<file path="config.mk">
export PLATFORM = sky130hd
export DESIGN_NAME = fetch_unit
export DESIGN_NICKNAME = d
export VERILOG_FILES = /design/src/rtl/fetch_unit_pkg.sv /design/src/rtl/fetch_skid_buf.sv /design/src/rtl/fetch_unit.sv
export SDC_FILE = /design/constraint.sdc
export NUM_CORES = 1
export LEC_CHECK = 0
export ABC_CLOCK_PERIOD_IN_PS = 2200
export BUFFER_PORTS_ARGS = -buffer_cell sky130_fd_sc_hd__clkbuf_2
export CAP_MARGIN = 10
export CORE_UTILIZATION = 51
export DETAILED_ROUTE_END_ITERATION = 7
export GPL_TIMING_DRIVEN = 1
export PLACE_DENSITY = 0.77
export SLEW_MARGIN = 20
export SYNTH_ARGS = -nofsm -noshare
export SYNTH_HDL_FRONTEND = slang
export SYNTH_SLANG_ARGS = --single-unit
</file>
<file path="constraint.sdc">
create_clock -name Clk -period 2.2 [get_ports Clk]
set_input_delay 0.33 -clock Clk [delete_from_list [all_inputs] [get_ports Clk]]
set_output_delay 0.33 -clock Clk [all_outputs]
set_load 0.01 [all_outputs]
</file>
<file path="src/rtl/fetch_unit_pkg.sv">
`default_nettype none
// +--------------------------------------------------------------------+
// | fetch_unit_pkg : shared fetch-stage state encodings and defaults    |
// | Rev 1.0                                                             |
// +--------------------------------------------------------------------+
package fetch_unit_pkg;

  typedef enum logic [1:0] {
    S_IDLE = 2'd0,
    S_REQ  = 2'd1,
    S_HOLD = 2'd2,
    S_DROP = 2'd3
  } fetch_state_t;

  localparam logic [31:0] c_NOP              = 32'h0000_0000;
  localparam logic [31:0] c_DEFAULT_RESET_PC = 32'h0000_0000;
  localparam int          c_DEFAULT_PC_STEP  = 4;

endpackage
`default_nettype wire

</file>
<file path="src/rtl/fetch_skid_buf.sv">
`default_nettype none
// +--------------------------------------------------------------------+
// | fetch_skid_buf : one-entry {valid, pc, instr} holding register      |
// | Rev 1.0                                                             |
// +--------------------------------------------------------------------+
module fetch_skid_buf #(
  parameter int AW = 32,
  parameter int IW = 32
) (
  input  logic          Clk,
  input  logic          Rst,
  input  logic          load,
  input  logic          clear,
  input  logic [AW-1:0] load_pc,
  input  logic [IW-1:0] load_instr,
  output logic          valid,
  output logic [AW-1:0] pc,
  output logic [IW-1:0] instr
);

  logic          r_valid;
  logic [AW-1:0] r_pc;
  logic [IW-1:0] r_instr;

  // Clear wins over load so a redirect always empties the entry.
  always_ff @(posedge Clk or negedge Rst) begin
    if (!Rst) begin
      r_valid <= 1'b0;
      r_pc    <= '0;
      r_instr <= '0;
    end else if (clear) begin
      r_valid <= 1'b0;
    end else if (load) begin
      r_valid <= 1'b1;
      r_pc    <= load_pc;
      r_instr <= load_instr;
    end
  end

  assign valid = r_valid;
  assign pc    = r_pc;
  assign instr = r_instr;

endmodule
`default_nettype wire

</file>
<file path="src/rtl/fetch_unit.sv">
`default_nettype none
// +--------------------------------------------------------------------+
// | fetch_unit : PC owner, req/ack instruction fetch, IF/ID presenter   |
// | Rev 1.0                                                             |
// +--------------------------------------------------------------------+
module fetch_unit
  import fetch_unit_pkg::*;
#(
  parameter int          AW       = 32,
  parameter int          IW       = 32,
  parameter logic [AW-1:0] RESET_PC = AW'(c_DEFAULT_RESET_PC),
  parameter int          PC_STEP  = c_DEFAULT_PC_STEP
) (
  input  logic          Clk,
  input  logic          Rst,
  input  logic          Stall,
  input  logic          Redirect,
  input  logic [AW-1:0] RedirectPC,
  output logic          ImemReq,
  output logic [AW-1:0] ImemAddr,
  input  logic          ImemAck,
  input  logic [IW-1:0] ImemData,
  output logic [AW-1:0] IfPC,
  output logic [IW-1:0] IfInstr,
  output logic          IfValid
);

  fetch_state_t  r_state;
  logic [AW-1:0] r_pc;
  logic          r_req;
  logic [AW-1:0] r_addr;
  logic [AW-1:0] r_if_pc;
  logic [IW-1:0] r_if_instr;
  logic          r_if_valid;

  logic [AW-1:0] w_pc_next;
  logic          w_skid_load;
  logic          w_skid_clear;
  logic          w_skid_valid;
  logic [AW-1:0] w_skid_pc;
  logic [IW-1:0] w_skid_instr;

  assign w_pc_next    = r_pc + AW'(PC_STEP);
  assign w_skid_load  = (r_state == S_REQ) && ImemAck && !Redirect && Stall;
  assign w_skid_clear = Redirect || ((r_state == S_HOLD) && !Stall);

  fetch_skid_buf #(
    .AW(AW),
    .IW(IW)
  ) u_skid (
    .Clk        (Clk),
    .Rst        (Rst),
    .load       (w_skid_load),
    .clear      (w_skid_clear),
    .load_pc    (r_pc),
    .load_instr (ImemData),
    .valid      (w_skid_valid),
    .pc         (w_skid_pc),
    .instr      (w_skid_instr)
  );

  always_ff @(posedge Clk or negedge Rst) begin
    if (!Rst) begin
      r_state    <= S_IDLE;
      r_pc       <= RESET_PC;
      r_req      <= 1'b0;
      r_addr     <= RESET_PC;
      r_if_pc    <= '0;
      r_if_instr <= IW'(c_NOP);
      r_if_valid <= 1'b0;
    end else begin
      case (r_state)
        S_IDLE: begin
          r_state <= S_REQ;
          r_req   <= 1'b1;
          if (Redirect) begin
            r_pc       <= RedirectPC;
            r_addr     <= RedirectPC;
            r_if_valid <= 1'b0;
          end else begin
            r_addr <= r_pc;
          end
        end

        S_REQ: begin
          if (Redirect) begin
            r_pc       <= RedirectPC;
            r_if_valid <= 1'b0;
            if (ImemAck) begin
              r_addr <= RedirectPC;
            end else begin
              // Old read is still outstanding; keep its address until the ack.
              r_state <= S_DROP;
            end
          end else if (ImemAck) begin
            r_pc   <= w_pc_next;
            r_addr <= w_pc_next;
            if (Stall) begin
              r_state <= S_HOLD;
              r_req   <= 1'b0;
            end else begin
              r_if_pc    <= r_pc;
              r_if_instr <= ImemData;
              r_if_valid <= 1'b1;
            end
          end else if (!Stall) begin
            r_if_valid <= 1'b0;
          end
        end

        S_HOLD: begin
          if (Redirect) begin
            r_pc       <= RedirectPC;
            r_addr     <= RedirectPC;
            r_if_valid <= 1'b0;
            r_state    <= S_REQ;
            r_req      <= 1'b1;
          end else if (!Stall) begin
            r_if_pc    <= w_skid_pc;
            r_if_instr <= w_skid_instr;
            r_if_valid <= w_skid_valid;
            r_addr     <= r_pc;
            r_state    <= S_REQ;
            r_req      <= 1'b1;
          end
        end

        S_DROP: begin
          if (Redirect) begin
            r_pc       <= RedirectPC;
            r_if_valid <= 1'b0;
          end
          if (ImemAck) begin
            r_state <= S_REQ;
            r_addr  <= Redirect ? RedirectPC : r_pc;
          end
        end

        default: begin
          r_state <= S_IDLE;
          r_req   <= 1'b0;
        end
      endcase
    end
  end

  assign ImemReq  = r_req;
  assign ImemAddr = r_addr;
  assign IfPC     = r_if_pc;
  assign IfInstr  = r_if_instr;
  assign IfValid  = r_if_valid;

endmodule
`default_nettype wire

</file>
==> impl_metrics.tcl, run 1 <==
set metrics [dict create \
    fin_nets 1112 \
    cap_viol_max_count 0 \
    root_buffer "clkbuf_16" \
    synth_common_cells "197 x dfrtp_1, 95 x nor2_1, 88 x a21oi_1" \
    vias 7308 \
    critical_path.startpoint_type "register" \
    rsz0062_at_grt "false" \
    antenna_found_initial 0 \
    grt_first_pass_wirelength_mm 34.4 \
    grt_pass1_vias 6920 \
    async_reset_ff_share_pct 100 \
    clockBufferDepth 2 \
    fp.dieW_um 138 \
    clock_latency_ns 0.43 \
    postSynthAreaPerCell_um2 10.7 \
    slew_viol_final 0 \
    p_total_uw 15000 \
    final_cells 1280 \
    finalHoldViolCount 0 \
    initial_core_util_pct 52.2 \
    track_usage_pct 23.6 \
    clk_transition_reported_paths_ns 0.07 \
    syn-cell-area_um2 9410 \
    ys_seq_area_share_pct 52.4 \
    dp_slack_ns 0.0142 \
    diodes 0 \
    setup_viol 0 \
    clock-sinks 197 \
    wl_mm 21.6 \
    tritoncts "done" \
    crit_arrival_ns 2.40 \
    place_congestion 0.788 \
    pin_count 167 \
    yosys.area.top_type_share_pct 52.4 \
    multi_input_area_um2 4190 \
    drtIter0Drc 443 \
    highest_layer "met4" \
    synth-main-ff-cell "dfrtp_1" \
    setup_ws_ns 0.157 \
    routed_via_density 5.71 \
    vdd_drop_max_mv 0.685 \
    syn2layout_area_growth_pct 20.6 \
    grt_max_degree 89 \
    path_max_fanout 5 \
    core_area_um2 18000 \
    grt-ovfl-total 0 \
    dp.cells 1246 \
    leakagePower_uw 0.00506 \
    yosysMostFrequentCell "dfrtp_1" \
    drtAntennaViolNets 0 \
    synth_seq_cells 197 \
    drive_above_1_share_pct 32.8 \
    die_area_um2 19000 \
    h-tree-depth 4 \
    place_hpwl_mm 15.2 \
    fin_worst_skew_ns 0.0132 \
    std_cell_rows 49 \
    fin_tns_setup_ns 0 \
    ff_latch_area_um2 4930 \
    nFillCells 1464 \
    die_y_um 138 \
    max_freq_mhz 489 \
    wl_met3_mm 1.23 \
    tightest_slew_ns 0.815 \
    status "complete, no violations" \
    synth_cell_types 62 \
    slew-limit-headroom_pct 45.7 \
    fin_crit_ns 2.04 \
    required_ns 2.56 \
    syn_nets 950 \
    finalCritPeriodShare_pct 92.9 \
    firstDrtPassIters 5 \
    synth_edf_count 0 \
    worstSetupPathType "register to register" \
    drc 0 \
    endpoint_kind "register" \
    wl_met2_mm 9.94 \
    portBuffers 166 \
    wl_per_cell_um 16.9 \
    wl_met1_mm 10.0 \
    hp-class "input pin to register" \
    synth_cells 876 \
    ys_top_cells_by_area "dfrtp_1 52%, mux2_2 9.7%, mux2i_1 8.3%" \
    yosys.area.top_type "dfrtp_1" \
    power.density_nw_per_um2 1320 \
    yosysWarnings 0 \
    cts_made_buffers 17 \
]
-- critical path: stages, from the launching register on --
cell	delay (ns)
dfrtp_1	0.37
inv_1	0.06
ha_2	0.23
nand4b_1	0.11
buf_4	0.17
or3_1	0.37
nor2_1	0.18
mux2_2	0.35
o21ai_0	0.13
-- metrics by stage --
| step | area, um^2 | hold slack [ns] | utilization [%] |
|---|---|---|---|
| floorplan | 9410 | 0.0344 | - |
| global placement | 10700 | 0.340 | 59.3 |
| detailed placement | 10700 | 0.340 | 59.3 |
| CTS | 11300 | 0.120 | 62.9 |
| global route | 11300 | 0.137 | 63.0 |
| finish | 11300 | 0.136 | 63.0 |
-- report_power, final --
part	switching, uW	leakage [uW]	internal, uW
registers	983	0.00232	5250
clock network	1350	0.000304	1970
logic	2880	0.00244	2520
total	5220	0.00506	9740
-- sequential cells by signal (all words and copies together), names as in the netlist --
signal        count
ImemReq           1
IfInstr          32
r_state           2
ImemAddr         32
IfValid           1
IfPC             32
r_pc             32
u_skid.pc        32
u_skid.valid      1
u_skid.instr     32
-- layout by cell type, fill, tap and decap left out, types with 4 or more instances in the layout --
cell type | Yosys | routed
a21oi_1 | 88 | 88
a221o_1 | 5 | 5
a31oi_1 | 6 | 6
buf_12 | 0 | 5
buf_4 | 3 | 42
bufinv_16 | 0 | 4
clkbuf_16 | 0 | 17
clkbuf_2 | 1 | 164
dfrtp_1 | 197 | 197
inv_1 | 11 | 11
mux2_2 | 81 | 81
mux2i_1 | 78 | 78
nand2_1 | 52 | 52
nand2b_1 | 8 | 8
nand3_1 | 14 | 13
nand4_1 | 12 | 12
nor2_1 | 95 | 95
nor2b_1 | 11 | 9
nor3_1 | 8 | 8
o21ai_0 | 43 | 43
o21ai_1 | 5 | 5
o21bai_1 | 8 | 8
o311ai_0 | 5 | 4
o31ai_1 | 14 | 14
-- metal layers --
metal / vias to the layer above / global-route usage, %
met3: 36 / 4.56
met2: 246 / 36.3
met1: 3573 / 33.1
met5: - / 0
met4: 0 / 8.82
li1: 3453 / -
-- kinds of logic (layout without fill, tap and decap cells) --
logic type	count (synthesis)	after routing	synth area share, %
buf+inv	82	257	3.67
fa+ha+maj	5	5	0.665
mux	160	160	18.1
compound gates	205	205	13.1
flops	197	197	52.4
xor+xnor	3	3	0.279
simple gates	224	224	11.8
-- final cells by class --
type / count / area share, %
Clock buffer: 21 / 4.06
Sequential cell: 197 / 43.4
Inverter: 11 / 0.364
Clock inverter: 11 / 1.51
Tap cell: 229 / 2.53
Timing Repair Buffer: 214 / 11.1
Multi-Input combinational cell: 597 / 37.0
-- path summary, 6_finish.rpt --
check	start	endpoint	slack, ns	cells after the start
max in group asynchronous	Rst	u_skid.instr[27]	1.11	3
max	r_state[1]	ImemAddr[13]	0.16	8
min reg2reg	u_skid.pc[29]	u_skid.pc[29]	0.48	2
min in group asynchronous	Rst	u_skid.pc[19]	0.43	2
min	RedirectPC[22]	r_pc[22]	0.14	3
max reg2reg	r_state[1]	ImemAddr[13]	0.16	8
-- repair_timing --
item | 4_1_cts | 5_1_grt
endpoints found under the hold margin | 52 | 0
resized for setup | 0 | 3
endpoints found under the setup margin | 0 | 19
hold buffers | 1 | 0
buffers inserted | 0 | 1
Power figures use the tool's default switching activity.
==> inputs of run 2 (changes only) <==
- PLACE_DENSITY: 0.77 -> 0.76
- SYNTH_HIERARCHICAL: not set -> 1
==> impl_metrics.tcl, run 2 <==
set metrics [dict create \
    worstReg2RegStart "r_state[1]" \
    fin_worst_skew_ns 0.0165 \
    die_area_um2 19600 \
    drive_above_1_share_pct 32.9 \
    drtIter0Drc 475 \
    final_cell_mix "197 x dfrtp_1, 165 x clkbuf_2, 96 x nor2_1, 94 x a21oi_1, 82 x mux2i_1" \
    slew-limit-headroom_pct 63.8 \
    synth_cells 876 \
    fp.dieW_um 140 \
    synth_edf_count 0 \
    vdd_drop_max_mv 0.658 \
    die_y_um 140 \
    path_max_fanout 7 \
    leakagePower_uw 0.00536 \
    cap_viol_max_count 0 \
    routed_via_density 5.59 \
    min_to "r_pc[29]" \
    synth-main-ff-cell "dfrtp_1" \
    setup_viol 0 \
    wl_mm 22.6 \
    vias 7333 \
    drtAntennaViolNets 0 \
    path_buf_inv 1 \
    firstDrtPassIters 5 \
    drc 0 \
    h-tree-depth 4 \
    finalHoldViolCount 0 \
    initial_core_util_pct 52.0 \
    grt_max_degree 73 \
    cts_made_buffers 17 \
    grt-ovfl-total 0 \
    worstReg2RegEnd "ImemAddr[21]" \
    tritoncts "done" \
    ys_top_cells_by_area "dfrtp_1 51%, mux2_4 9.3%, mux2i_1 8.5%" \
    syn-cell-area_um2 9700 \
    yosys.area.top_type "dfrtp_1" \
    clock-sinks 197 \
    p_clk_share_pct 21.3 \
    wl_per_cell_um 17.2 \
    antenna_found_initial 0 \
    synth_common_cells "197 x dfrtp_1, 97 x nor2_1, 94 x a21oi_1" \
    synth_seq_cells 197 \
    required_ns 2.56 \
    root_buffer "clkbuf_16" \
    critical_path.startpoint_type "register" \
    fin_tns_setup_ns 0 \
    postSynthAreaPerCell_um2 11.1 \
    swShare_pct 34.9 \
    track_usage_pct 24.4 \
    p_sw_uw 5310 \
    p_int_uw 9890 \
    diodes 0 \
    max_freq_mhz 478 \
    critical_path.top_delay_family "simple AND/OR/NAND/NOR gates" \
    cpPeakStageDelay_ns 0.48 \
    rsz0062_at_grt "false" \
    synth_cell_types 61 \
    place_congestion 0.808 \
    fin_crit_ns 2.09 \
    p_seq_share_pct 41.6 \
    async_reset_ff_share_pct 100 \
    final_common_cell "dfrtp_1" \
    ys_seq_area_share_pct 50.8 \
    clk_transition_reported_paths_ns 0.08 \
    yosysWarnings 6 \
    final_util_pct 63.0 \
    grt_pass1_vias 7155 \
    place_hpwl_mm 15.8 \
    crit_arrival_ns 2.46 \
    reg2reg_slack_ns 0.11 \
    portBuffers 166 \
    yosysMostFrequentCell "dfrtp_1" \
    r2r_cells 7 \
    core_area_um2 18600 \
    hp-class "input pin to register" \
    std_cell_rows 50 \
    hold_path_startpoint "RedirectPC[29]" \
    clock_latency_ns 0.43 \
    worstSetupPathType "register to register" \
    pin_count 167 \
    slew_viol_final 0 \
    status "complete, no violations" \
    tightest_slew_ns 0.543 \
    hold_slack_ns 0.152 \
    path_cells "inv_1, ha_2, nand4b_1, or4_4, nand2b_4, or4_1, nand3_1" \
    slowest_stage "or4_1" \
    clockBufferDepth 2 \
    fin_nets 1139 \
    yosys.area.top_type_share_pct 50.8 \
    power.density_nw_per_um2 1290 \
    syn_nets 949 \
    finalCritPeriodShare_pct 95.2 \
    p_comb_share_pct 37.2 \
    grt_first_pass_wirelength_mm 37.6 \
    syn2layout_area_growth_pct 21.2 \
    endpoint_kind "register" \
    hold_depth 3 \
]
run 2: per-stage QoR:
step	total power (uW)	instance area (um^2)	setup WS, ns	instances
final	15200	11700	0.106	1312
after global routing	16200	11700	0.00384	1312
after CTS	15300	11700	0.0121	1308
after detailed placement	12000	11100	0.0127	1276
after global placement	11800	11100	0.118	1276
after floorplan	9740	9700	0.0146	876
run 2: cells by family after synthesis:
family / Yosys count / share of synthesized area (%)
AOI/OAI and AO/OA: 184 / 11.0
xor gates and xnor gates: 13 / 1.17
adders and majority gates: 4 / 0.516
buffers and inverters: 77 / 4.67
DFF: 197 / 50.8
muxes: 165 / 20.4
and+or+nand+nor: 236 / 11.4
run 2: cell type report:
type	count	area, um^2
Clock buffer	21	460
Timing Repair Buffer	229	1480
Clock inverter	10	146
Fill cell	1500	6900
Inverter	19	71.3
Multi-Input combinational cell	602	4370
Sequential cell	197	4930
Tap cell	234	293
run 2: tightest hold or removal path: cells and delay by family:
family | cells | cell delay [ns]
AOI/OAI and AO/OA | 1 | 0.07
and+or+nand+nor | 1 | 0.06
buffers and inverters | 1 | 0.09
run 2: power by group through the flow:
stage	combinational [uW]	sequential (uW)	clock (uW)
floorplan	3170	6570	0
global placement	5470	6280	0
detailed placement	5630	6350	0
CTS	5670	6310	3290
global route	6240	6530	3420
finish	5650	6320	3230
run 2: worst max-delay path by stage:
stage	cells past startpoint	end	startpoint	slack [ns]
detailed placement	7	ImemAddr[17]	r_state[1]	0.01
global placement	7	ImemAddr[21]	r_state[1]	0.12
CTS	7	ImemAddr[17]	r_state[1]	0.01
finish	7	ImemAddr[21]	r_state[1]	0.11
global route	7	r_pc[26]	r_pc[3]	0.004
floorplan	9	u_skid/instr[0]	Redirect	0.01
run 2: per-layer routing:
metal	vias to the layer above	GRT usage [%]	routed length, um
met1	3563	34.7	10700
met3	29	4.37	1160
met5	-	0	0
met2	251	37.7	10400
met4	0	8.44	427
li1	3490	-	-
run 2: what timing repair did:
item                                   4_1_cts  5_1_grt
hold buffers                                 1        0
endpoints found under the hold margin       46        0
setup endpoints to repair                    0       67
setup buffers                                0        4
gates resized for setup                      0        3
